==> config.mk <==
export PLATFORM = sky130hd
export DESIGN_NAME = bcd_up_timer
export DESIGN_NICKNAME = d
export VERILOG_FILES = /design/src/rtl/bcd_up_timer.sv
export SDC_FILE = /design/constraint.sdc
export NUM_CORES = 1
export LEC_CHECK = 0
export CAP_MARGIN = 20
export CORE_ASPECT_RATIO = 0.8
export CORE_MARGIN = 4
export CORE_UTILIZATION = 50
export CTS_CLUSTER_DIAMETER = 120
export DETAILED_ROUTE_END_ITERATION = 10
export GPL_ROUTABILITY_DRIVEN = 0
export PLACE_DENSITY_LB_ADDON = 0.15
export SYNTH_ARGS = -nofsm -noshare
export SYNTH_HDL_FRONTEND = slang
export SYNTH_SLANG_ARGS = --single-unit
==> constraint.sdc <==
create_clock -name clk -period 4.5 [get_ports clk]
set_clock_uncertainty 0.2 [all_clocks]
set_input_delay 0.9 -clock clk [delete_from_list [all_inputs] [get_ports clk]]
set_output_delay 0.9 -clock clk [all_outputs]
set_load 0.01 [all_outputs]
==> src/rtl/bcd_up_timer.sv <==
// MM:SS elapsed-time counter in BCD with a one-second prescaler, an optional
// BCD stop limit and a start/stop/clear command FSM.
module bcd_up_timer #(
  parameter int TICK_DIV = 50000000,
  parameter int CNT_W    = 26
) (
  input  logic        clk,
  input  logic        rst,
  input  logic        start,
  input  logic        stop,
  input  logic        clear,
  input  logic [15:0] limit,
  output logic [3:0]  sec_units,
  output logic [3:0]  sec_tens,
  output logic [3:0]  min_units,
  output logic [3:0]  min_tens,
  output logic        running,
  output logic        done,
  output logic        tick
);

  typedef enum logic [1:0] {S_IDLE, S_RUN, S_PAUSE, S_DONE} state_t;

  state_t           r_state;
  logic [CNT_W-1:0] r_pre;
  logic [15:0]      r_cnt;    // {min_tens, min_units, sec_tens, sec_units}
  logic [15:0]      r_limit;
  logic             r_tick;
  logic             r_running;
  logic             r_done;

  logic [15:0]      w_inc;
  logic             w_c0, w_c1, w_c2;
  logic             w_tc;
  logic             w_hit;

  // Single-cycle BCD carry chain; 59:59 wraps to 00:00.
  always_comb begin
    w_inc        = r_cnt;
    w_c0         = (r_cnt[3:0] == 4'd9);
    w_c1         = w_c0 && (r_cnt[7:4] == 4'd5);
    w_c2         = w_c1 && (r_cnt[11:8] == 4'd9);
    w_inc[3:0]   = w_c0 ? 4'd0 : r_cnt[3:0] + 4'd1;
    if (w_c0) w_inc[7:4]   = (r_cnt[7:4] == 4'd5)   ? 4'd0 : r_cnt[7:4] + 4'd1;
    if (w_c1) w_inc[11:8]  = (r_cnt[11:8] == 4'd9)  ? 4'd0 : r_cnt[11:8] + 4'd1;
    if (w_c2) w_inc[15:12] = (r_cnt[15:12] == 4'd5) ? 4'd0 : r_cnt[15:12] + 4'd1;
  end

  // The incremented value is always legal BCD, so a malformed limit never matches.
  assign w_tc  = (r_pre == CNT_W'(TICK_DIV - 1));
  assign w_hit = (r_limit != 16'h0000) && (w_inc == r_limit);

  always_ff @(posedge clk) begin
    if (rst) begin
      r_state   <= S_IDLE;
      r_pre     <= '0;
      r_cnt     <= '0;
      r_limit   <= '0;
      r_tick    <= 1'b0;
      r_running <= 1'b0;
      r_done    <= 1'b0;
    end else begin
      r_tick <= 1'b0;
      case (r_state)
        S_IDLE: begin
          r_pre <= '0;
          if (clear) begin
            r_cnt <= '0;
          end else if (!stop && start) begin
            r_state   <= S_RUN;
            r_limit   <= limit;
            r_running <= 1'b1;
          end
        end
        S_RUN: begin
          if (clear) begin
            r_state   <= S_IDLE;
            r_cnt     <= '0;
            r_pre     <= '0;
            r_running <= 1'b0;
          end else if (stop) begin
            // Prescaler held so a resume finishes the partial second.
            r_state   <= S_PAUSE;
            r_running <= 1'b0;
          end else if (w_tc) begin
            r_pre  <= '0;
            r_tick <= 1'b1;
            r_cnt  <= w_inc;
            if (w_hit) begin
              r_state   <= S_DONE;
              r_running <= 1'b0;
              r_done    <= 1'b1;
            end
          end else begin
            r_pre <= r_pre + 1'b1;
          end
        end
        S_PAUSE: begin
          if (clear) begin
            r_state <= S_IDLE;
            r_cnt   <= '0;
            r_pre   <= '0;
          end else if (!stop && start) begin
            r_state   <= S_RUN;
            r_running <= 1'b1;
          end
        end
        S_DONE: begin
          if (clear) begin
            r_state <= S_IDLE;
            r_cnt   <= '0;
            r_pre   <= '0;
            r_done  <= 1'b0;
          end
        end
        default: begin
          r_state   <= S_IDLE;
          r_running <= 1'b0;
          r_done    <= 1'b0;
        end
      endcase
    end
  end

  assign sec_units = r_cnt[3:0];
  assign sec_tens  = r_cnt[7:4];
  assign min_units = r_cnt[11:8];
  assign min_tens  = r_cnt[15:12];
  assign running   = r_running;
  assign done      = r_done;
  assign tick      = r_tick;

endmodule
Word level (Yosys, flattened, before mapping). Index checks and enable logic that the tools add are counted.

Input bits: 21. Register bits after elaboration: 63. ROM bits: 0. Output and inout bits: 19. Logic and storage cells: 96. Bits in latches: 0. RAM bits: 0. Memories kept: 0.

$add $sub $neg: 5. Multiplexer cells: 40. Shifts and indexed selects: 0. Bitwise gates (word level): 2. Equal/unequal tests: 23. Order comparisons: 0. Div/mod/pow operators: 0. Multipliers: 0. Reductions and logical operators: 19.

Operators with widths (count): $mux 26 (4); $pmux 26 s3 (1); $mux 16 (4); $pmux 16 s2 (1); $mux 4 (7); $add 26x1->26 const B (1); $eq 26x26->1 const B (1); $add 4x1->4 const B (4); $eq 16x16->1 (1); $mux 2 (8); $reduce_bool 16->1 (1); $ne 2x2->1 const B (7); $mux 1 (12); $eq 4x3->1 const B (2); $eq 4x4->1 const B (2); $ne 4x4->1 const B (2); $pmux 2 s4 (1); $ne 2x1->1 const B (3); $ne 3x3->1 const B (2); $reduce_and 3->1 (2); $reduce_and 6->1 (1); $reduce_and 5->1 (1); $eq 2x2->1 const B (2); $logic_and 1x1->1 (4); 11 further kinds (15).

Logic depth before layout (Yosys ltp). Gate-level depths: netlist (run 1).

Word-level depth: 11. Gate-level depth with buffers: 10. Gate-level depth less buffers: 9.

Worst setup path after synthesis (run 1). Ideal clock, no wire load.

Path type: input to register. From: input clear. To: register r_pre[25]. Setup time: 0.070 ns. Buffers on the path: 1. Slack: 1.844 ns. Stages: 6. Arrival: 2.386 ns. Required time: 4.230 ns. Cell sequence: clkbuf_1 nor2_1 nor3_1 nand3_1 or3_1 a21oi_1.

Word-level cells in the longest chain between the ends: 2. Elaborated cells on any way between the ends: 5. Those cells by class: eq/ne: 2; mux: 2; reduce/logical: 1.

RTL lines: from (decl) (RTL line 11) `input logic clear,`; $mux 26, or another cell as far along (RTL line 76) `if (clear) begin`; $pmux 26 s3 / $reduce_and 2->1 (equally long branches); to (signal assigned) (RTL line 95) `r_pre <= r_pre + 1'b1;`; to (decl) (RTL line 25) `logic [CNT_W-1:0] r_pre;`.

Parallel ways exist; a longest one is shown, timed or not. A chain may end at the register's enable or synchronous reset.

Worst setup path after layout (run 1).
From: register r_cnt[0]. To: register r_running (netlist: running).

Word-level cells in the longest chain between the ends: 8. Elaborated cells on any way between the ends: 12. Those cells by class: add/sub: 1; eq/ne: 3; mux: 4; reduce/logical: 4.

RTL lines: from (decl) (RTL line 26) `logic [15:0] r_cnt;`; from (signal assigned) (RTL line 88) `r_cnt <= w_inc;`; parallel branches: the longest is 4 deep, another holds $add 4x1->4; $eq 16x16->1 * (RTL line 51) `assign w_hit = (r_limit != 16'h0000) && (w_inc == r_limit);`; $logic_and 1x1->1 * (RTL line 51); $ne 4x4->1 (no line) *; $reduce_and 5->1 (no line) *; to (signal assigned) (RTL line 60) `r_running <= 1'b0;`; to (signal assigned) (RTL line 72) `r_running <= 1'b1;`; to (signal assigned) (RTL line 80) `r_running <= 1'b0;`; to (decl) (RTL line 29) `logic r_running;`.

Mark *: on every way between the ends.

==> flow_summary.toml, run 1 <==
[status]
status = "completed"

[worst_hold_path]
min_to = "done"
hp-class = "flop to flop"
min_from = "done"
hold_path_depth = 2

[global_routing]
grt_usage_pct = 21.2
grt_max_degree = 20
grt_pass1_vias = 3097
antenna_found_initial = 0
globalRoute.totalOverflow = 0
grt_pass1_wl_um = 15500

[clock_tree]
clkLatencyLatePin_ns = 0.35
cts_tree = "done"
clk_pin_slew_worst_paths_ns = 0.07
post-cts-setup-buffer-count = 0
cts_htree_levels = 3
cts_root_buffer = "clkbuf_8"
ctsHoldBuffers = 0
cts_resized = 0
cts_buffer_depth = 2
cts-buffers-inserted = 9
clock_sinks = 63

[power]
ir_worst_vdd_mv = 0.177
p_per_area_nw_per_um2 = 253
p_leak_uw = 0.00151

[setup_path]
max_stage_delay_ns = 0.49
critPathBufInv = 0
path_max_fanout = 13
r2r_start = "r_cnt[0]"
cp_top_family = "simple AND/OR/NAND/NOR gates"
r2r-end = "running"
rrSetupSlack_ns = 1.43
path_cells = "ha_1 -> and3b_1 -> a21boi_0 -> or3_1 -> a211oi_1 -> nor4bb_1 -> nand3_1 -> o21a_1"
worst-endpoint-required_ns = 4.55
critPathLaunchType = "flop"
cpMaxStageDelayCell = "dfxtp_1"
worstSetupPathType = "flop to flop"
critPathCaptureType = "flop"
reg2reg_depth = 8
crit_arrival_ns = 3.12

[finish]
stdcell_count = 622
antenna_cells = 0
drive_gt1_share_pct = 7.93
multi_input_area_um2 = 2390
final_nets = 544
n_fill_cell = 695
syn2layout_area_growth_pct = 16.1
seqCellArea_um2 = 1260

[logic_synthesis]
synth.cell_area_um2 = 3800
synthCells = 482
synthTopCellsByCount = "nand2_1 (65), dfxtp_1 (63), nor2_1 (52)"
synth_top_area_cell = "dfxtp_1"
synth_enable_flop_cells = 0
ys_top_cells_by_area = "dfxtp_1 (33%), nand2_1 (6.4%), a21oi_1 (6.3%), nor2_1 (5.1%), xor2_1 (3.7%)"
synth_flop_cell = "dfxtp_1"
synth_fp_nets = 512
synth_top_area_share_pct = 33.1
yosys_warnings = 0
syn_avg_cell_area_um2 = 7.89
yosysMostFrequentCell = "nand2_1"
ys_async_sr_fraction_pct = 0
ys_types = 68
synth-seq-cells = 63
seq_area_frac_synth_pct = 33.1

[timing]
finalCritPeriodShare_pct = 68.3
tightest_slew_ns = 0.636
maxSlewHeadroom_pct = 57.4
period_needed_ns = 3.07
setup_viol = 0
rsz0062_at_grt = "false"
setup_tns_ns = 0
final-hold-violation-count = 0
drv_slew = 0
fmax_mhz = 325

[floorplan]
fp.dieW_um = 106
ios = 40
rows = 28
die_height_um = 86.0
core_area_um2 = 7390
start_util_pct = 51.5
die-area_um2 = 9080

[route]
vias = 3526
ant_nets = 0
viasPerCell = 5.67
drc_errors = 0
wl_um = 9340
dr.pass1.iters = 5
drt_iter0_markers = 273
routedWlPerCell_um = 15.0

[placement]
dp.cells = 608
dp_hpwl_um = 6960
io_buffer_count = 39

[run]
max_cap_viol_count = 0
final cells by class:
class / instances / area share (%)
clock buffer: 10 / 3.11
clock inverter: 4 / 1.08
inverter: 9 / 0.764
multi-input combinational: 388 / 54.0
sequential: 63 / 28.5
tap: 105 / 2.97
timing repair buffer: 43 / 9.51
registers in the layout (all words and copies together) (netlist names):
| register | flops |
|---|---|
| tick | 1 |
| r_limit | 16 |
| r_cnt | 16 |
| r_pre | 26 |
| running | 1 |
| r_state | 2 |
| done | 1 |
worst max path at each step:
| stage | from | to | depth (start not counted) | slack [ns] |
|---|---|---|---|---|
| detailed placement | clear | r_pre[23] | 6 | 1.23 |
| floorplan | clear | r_pre[25] | 6 | 1.84 |
| finish | r_cnt[0] | running | 8 | 1.43 |
| CTS | r_cnt[0] | running | 8 | 1.46 |
| global route | r_cnt[0] | running | 8 | 1.15 |
| global placement | stop | r_cnt[2] | 6 | 1.27 |
per-stage QoR:
step	area, µm²	power [µW]	setup WS [ns]	utilization [%]	hold WS (ns)
finish	4420	1120	1.43	59.8	0.265
global route	4420	1160	1.15	59.8	0.317
CTS	4420	1130	1.46	59.8	0.266
detailed placement	4230	648	1.23	57.3	0.249
global placement	4230	646	1.27	57.3	0.253
floorplan	3800	619	1.84	-	0.251
tightest hold or removal path: stages (launching register included):
cell     delay [ns]
dfxtp_1        0.31
nand2_1        0.05
o21ai_1        0.06
where the power goes:
part / internal (µW) / leakage, µW / total [µW] / switching [µW]
registers: 563 / 0.000509 / 571 / 7.56
logic: 33.1 / 0.000909 / 65.6 / 32.6
clock network: 263 / 0.0000940 / 482 / 219
cell usage in the layout, fill, tap and decap left out, types with 6 or more instances in the layout:
cell             synthesis  final
nor3_1                  14     14
nand2_1                 65     65
nand2b_1                 6      6
ha_1                     9      9
inv_1                    9      9
xnor2_1                  9      9
mux2i_1                  8      8
dfxtp_1                 63     63
a21oi_1                 48     48
or3_1                   11     11
clkbuf_8                 2     10
nor2_1                  52     52
nand3_1                 23     23
and3_1                   8      8
o21ai_0                 17     17
nand4_1                  9      9
nor4_1                  10     10
xor2_1                  16     16
clkdlybuf4s50_1          0     39
nor4b_1                  7      7
logic make-up (layout without fill, tap and decap cells):
kind of cell	after synthesis	count (layout)	share of synthesized area, %
DFF	63	63	33.1
xor gates and xnor gates	25	25	5.75
AOI/OAI and AO/OA	97	97	15.2
adders and majority gates	9	9	2.96
and+or+nand+nor	248	248	36.4
muxes	9	9	2.40
buffers and inverters	31	66	4.11
routing by layer:
| metal | part of all wire [%] | wire length [µm] | track usage, % | vias up |
|---|---|---|---|---|
| met2 | 40 | 3700 | 30.2 | 110 |
| met5 | 0 | 0 | 0 | - |
| met1 | 53 | 4910 | 31.9 | 1605 |
| li1 | - | - | - | 1804 |
| met3 | 6.9 | 648 | 5.49 | 7 |
| met4 | 0.76 | 71 | 4.59 | 0 |
(Power assumes the default switching activity.)
==> inputs of run 2 (changes only) <==
==> constraint.sdc (replaced) <==
create_clock -name clk -period 2.93 [get_ports clk]
set_clock_uncertainty 0.2 [all_clocks]
set_input_delay 0.586 -clock clk [delete_from_list [all_inputs] [get_ports clk]]
set_output_delay 0.586 -clock clk [all_outputs]
set_load 0.01 [all_outputs]
==> flow_summary.toml, run 2 (synthesis results as in run 1) <==
[timing]
tightest_slew_ns = 0.482
setup_tns_ns = 0
rsz0062_at_grt = "false"
setup_viol = 0
holdWs_ns = 0.269
drv_slew = 0
final-hold-violation-count = 0
period_needed_ns = 2.79
finalCritPeriodShare_pct = 95.4
maxSlewHeadroom_pct = 67.9
fmax_mhz = 358

[floorplan]
start_util_pct = 51.5
die_height_um = 86.0
fp.dieW_um = 106
rows = 28
ios = 40
die-area_um2 = 9080
core_area_um2 = 7390

[setup_path]
crit_arrival_ns = 2.83
critPathCaptureType = "flop"
path_cells = "inv_1 -> ha_2 -> nand3b_4 -> or4_4 -> a31oi_1 -> o22ai_1 -> nor4bb_2 -> nand3_1 -> o21a_1"
worstSetupPathType = "flop to flop"
critPathLaunchType = "flop"
max_stage_delay_ns = 0.57
cpMaxStageDelayCell = "or4_4"
worst-endpoint-required_ns = 2.97
path_max_fanout = 10

[finish]
largest_reg_flops = 26
drive_gt1_share_pct = 11.9
stdcell_count = 643
reg_top3 = "r_pre: 26 flops, r_cnt: 16 flops, r_limit: 16 flops"
mostFrequentLayoutCells = "nand2_1 (65), dfxtp_1 (63), nor2_1 (52)"
final_nets = 564
largest_register = "r_pre"
antenna_cells = 0
syn2layout_area_growth_pct = 20.2
final_common_cell = "nand2_1"

[route]
wl_um = 9890
drt_iter0_markers = 280
vias = 3711
dr.pass1.iters = 5
drc_errors = 0
ant_nets = 0
drt-met1-wl_um = 4980
routedWlPerCell_um = 15.4
met2_wirelength_um = 4050
viasPerCell = 5.77
dr_wl_met3_um = 693
top_layer_used = "met4"

[placement]
dp.cells = 628
dp_hpwl_um = 7390
io_buffer_count = 39

[worst_hold_path]
hp-class = "flop to flop"

[clock_tree]
cts_tree = "done"
cts_buffer_depth = 2
cts_htree_levels = 3
post-cts-setup-buffer-count = 0
cts_root_buffer = "clkbuf_8"
clock_sinks = 63
cts-buffers-inserted = 9
clk_pin_slew_worst_paths_ns = 0.07
clkLatencyLatePin_ns = 0.34

[run]
max_cap_viol_count = 0

[power]
p_clk_share_pct = 40.0
p_leak_uw = 0.00161
p_switching_uw = 395
ir_worst_vdd_mv = 0.260
swShare_pct = 24.2
internal_power_uw = 1240
combPwrFrac_pct = 6.4
p_per_area_nw_per_um2 = 358
p_seq_share_pct = 53.6

[global_routing]
grt_pass1_wl_um = 16500
antenna_found_initial = 0
grt_max_degree = 22
grt_usage_pct = 22.4
globalRoute.totalOverflow = 0
grt_pass1_vias = 3434

[status]
status = "completed"
==> run 2: changes by cell type in the layout (fill, tap and decap cells not counted) <==
cell | previous run | this run
bufinv_16 | 1 | 0
ha_2 | 0 | 1
clkinv_2 | 2 | 3
nor4bb_1 | 3 | 2
or4_4 | 1 | 2
buf_12 | 0 | 1
or4_1 | 4 | 3
ha_1 | 9 | 8
clkbuf_1 | 0 | 1
buf_4 | 4 | 23
nor4bb_2 | 0 | 1
==> run 2: metrics by stage <==
step           total power (µW)  area [µm²]  setup WS, ns  util (%)
3_3_place_gp                997        4400         0.103      59.5
6_report                   1640        4570         0.136      61.9
5_1_grt                    1700        4570       0.00546      61.9
3_5_place_dp                999        4400        0.0795      59.5
4_1_cts                    1660        4560         0.143      61.7
2_1_floorplan               951        3800         0.308         -
==> run 2: critical path: cells and delay by family, from the launching register on <==
family                   cells  cell delay (ns)
adder cells (fa/ha/maj)      1             0.24
buffers and inverters        1             0.08
flip-flops                   1             0.37
AO/OA/AOI/OAI                3             0.59
AND/OR/NAND/NOR              4             1.21
==> run 2: power by group through the flow <==
stage               Combinational, µW  Sequential [µW]  Clock, µW
floorplan                        58.8              892          0
global placement                  101              895          0
detailed placement                103              896          0
CTS                               103              876        676
global route                      116              877        709
finish                            105              877        654
==> run 2: area by class of cell <==
cell class                 count  area (µm²)
sequential                    63        1260
clock inverter                 4        22.5
fill                         652        2820
timing repair buffer          63         583
inverter                       9        33.8
clock buffer                  11         141
multi-input combinational    388        2400
tap                          105         131
==> run 2: what timing repair did <==
| item | CTS | global route |
|---|---|---|
| hold buffers | 0 | 0 |
| resized for setup | 0 | 3 |
| endpoints found under the setup margin | 0 | 2 |
==> run 2: per-layer routing <==
layer / track usage (%) / vias to the layer above
li1: - / 1846
met2: 31.5 / 133
met5: 0 / -
met1: 33.6 / 1715
met3: 4.06 / 17
met4: 9.18 / 0
==> run 2: worst paths after layout <==
path,slack (ns),cells after the start,from,endpoint
worst max-delay path,0.14,9,r_cnt[1],running
worst max register to register,0.14,9,r_cnt[1],running
worst min-delay path,0.27,2,done,done
worst min register to register,0.27,2,done,done
==> inputs of run 3 (changes only) <==
==> constraint.sdc (replaced) <==
create_clock -name clk -period 2.93 [get_ports clk]
set_clock_uncertainty 0.2 [all_clocks]
set_input_delay 0.4395 -clock clk [delete_from_list [all_inputs] [get_ports clk]]
set_output_delay 0.4395 -clock clk [all_outputs]
set_load 0.01 [all_outputs]
==> flow_summary.toml, run 3 (synthesis results as in run 1) <==
[finish]
syn2layout_area_growth_pct = 20.4
reg_top3 = "r_pre: 26 flops, r_cnt: 16 flops, r_limit: 16 flops"
largest_reg_flops = 26
final_common_cell = "nand2_1"
antenna_cells = 0
n_fill_cell = 658
mostFrequentLayoutCells = "nand2_1 (65), dfxtp_1 (63), nor2_1 (52)"
largest_register = "r_pre"
stdcell_count = 640
final_nets = 560
drive_gt1_share_pct = 11.4
final_area_um2 = 4580

[clock_tree]
cts_root_buffer = "clkbuf_8"
clock_sinks = 63
post-cts-setup-buffer-count = 0
clk_pin_slew_worst_paths_ns = 0.08
cts_htree_levels = 3
cts_buffer_depth = 2
cts-buffers-inserted = 9
cts_tree = "done"
clkLatencyLatePin_ns = 0.34

[timing]
rsz0062_at_grt = "false"
maxSlewHeadroom_pct = 61.8
period_needed_ns = 2.86
holdWs_ns = 0.288
finalCritPeriodShare_pct = 97.6
fmax_mhz = 350
final-hold-violation-count = 0
tightest_slew_ns = 0.570
setup_viol = 0
drv_slew = 0
setup_tns_ns = 0

[global_routing]
grt_usage_pct = 22.3
globalRoute.totalOverflow = 0
grt_pass1_vias = 3285
grt_pass1_wl_um = 16400
grt_max_degree = 24
antenna_found_initial = 0

[status]
status = "completed"

[placement]
dp.cells = 624
dp_hpwl_um = 7280
io_buffer_count = 39
place_area_um2 = 4370

[route]
wl_um = 9790
dr.pass1.iters = 5
drc_errors = 0
viasPerCell = 5.81
ant_nets = 0
drt_iter0_markers = 298
routedWlPerCell_um = 15.3
vias = 3720

[setup_path]
path_cells = "inv_1 -> ha_1 -> and3b_1 -> o32a_1 -> xnor2_1 -> a211oi_1 -> nor4bb_2 -> nand3_1 -> o21a_1"
cp_top_family = "compound AO/OA/AOI/OAI gates"
r2r-end = "running"
cp.depth = 9
rrSetupSlack_ns = 0.07
r2r_start = "r_cnt[5]"
critPathCaptureType = "flop"
crit_arrival_ns = 2.90
critPathLaunchType = "flop"
critPathBufInv = 1
reg2reg_depth = 9
worstSetupPathType = "flop to flop"
crit_end = "running"
worst-endpoint-required_ns = 2.96
critPathLaunch = "r_cnt[5]"
max_stage_delay_ns = 0.39
path_max_fanout = 7
cpMaxStageDelayCell = "o32a_1"

[run]
max_cap_viol_count = 0

[power]
ir_worst_vdd_mv = 0.234
p_leak_uw = 0.00161
p_per_area_nw_per_um2 = 381

[floorplan]
fp.dieW_um = 106
core_area_um2 = 7390
die-area_um2 = 9080
start_util_pct = 51.5
die_height_um = 86.0
ios = 40
rows = 28

[worst_hold_path]
hp-class = "flop to flop"
-- run 3: per-layer routing --
layer / vias to the layer above / global-route usage (%) / wire (µm)
li1: 1845 / - / -
met1: 1696 / 34.9 / 5150
met2: 158 / 29.9 / 3700
met3: 21 / 3.91 / 724
met4: 0 / 8.24 / 222
met5: - / 0 / 0
-- run 3: tightest hold or removal path, delay by kind of cell, from the launching register on --
kind,cells,cell delay [ns]
simple gates,1,0.06
flops,1,0.34
compound gates,1,0.05
-- run 3: what timing repair did --
item                                    4_1_cts  5_1_grt
endpoints found under the setup margin        0        2
resized for setup                             0        3
hold buffers                                  0        0
-- run 3: final cells by class --
type / instances / area [µm²] / area share, %
multi-input combinational: 388 / 2400 / 52.5
timing repair buffer: 59 / 553 / 12.1
clock buffer: 10 / 128 / 2.79
sequential: 63 / 1260 / 27.5
tap: 105 / 131 / 2.87
inverter: 9 / 33.8 / 0.738
clock inverter: 6 / 70.1 / 1.53
-- run 3: through the flow --
stage | utilization [%] | setup slack [ns] | total power [µW]
2_1_floorplan | - | 0.308 | 951
3_3_place_gp | 59.1 | 0.280 | 997
3_5_place_dp | 59.1 | 0.213 | 999
4_1_cts | 61.7 | 0.196 | 1770
5_1_grt | 61.9 | 0.0141 | 1830
6_report | 61.9 | 0.0691 | 1750
-- run 3: worst min path at each step --
stage                          from   endpoint  slack [ns]  cells after the start
after CTS                      done       done        0.28                      2
after detailed placement       done       done        0.27                      2
after floorplan           r_pre[23]  r_pre[23]        0.25                      2
final                          done       done        0.29                      2
after global placement    r_pre[23]  r_pre[23]        0.27                      2
after global routing           done       done        0.32                      2
-- run 3: where the power goes --
group,internal (µW),total [µW],leakage [µW],switching (µW)
sequential,864,876,0.000509,12.0
combinational,55.0,106,0.00100,50.7
clock,399,765,0.000101,366
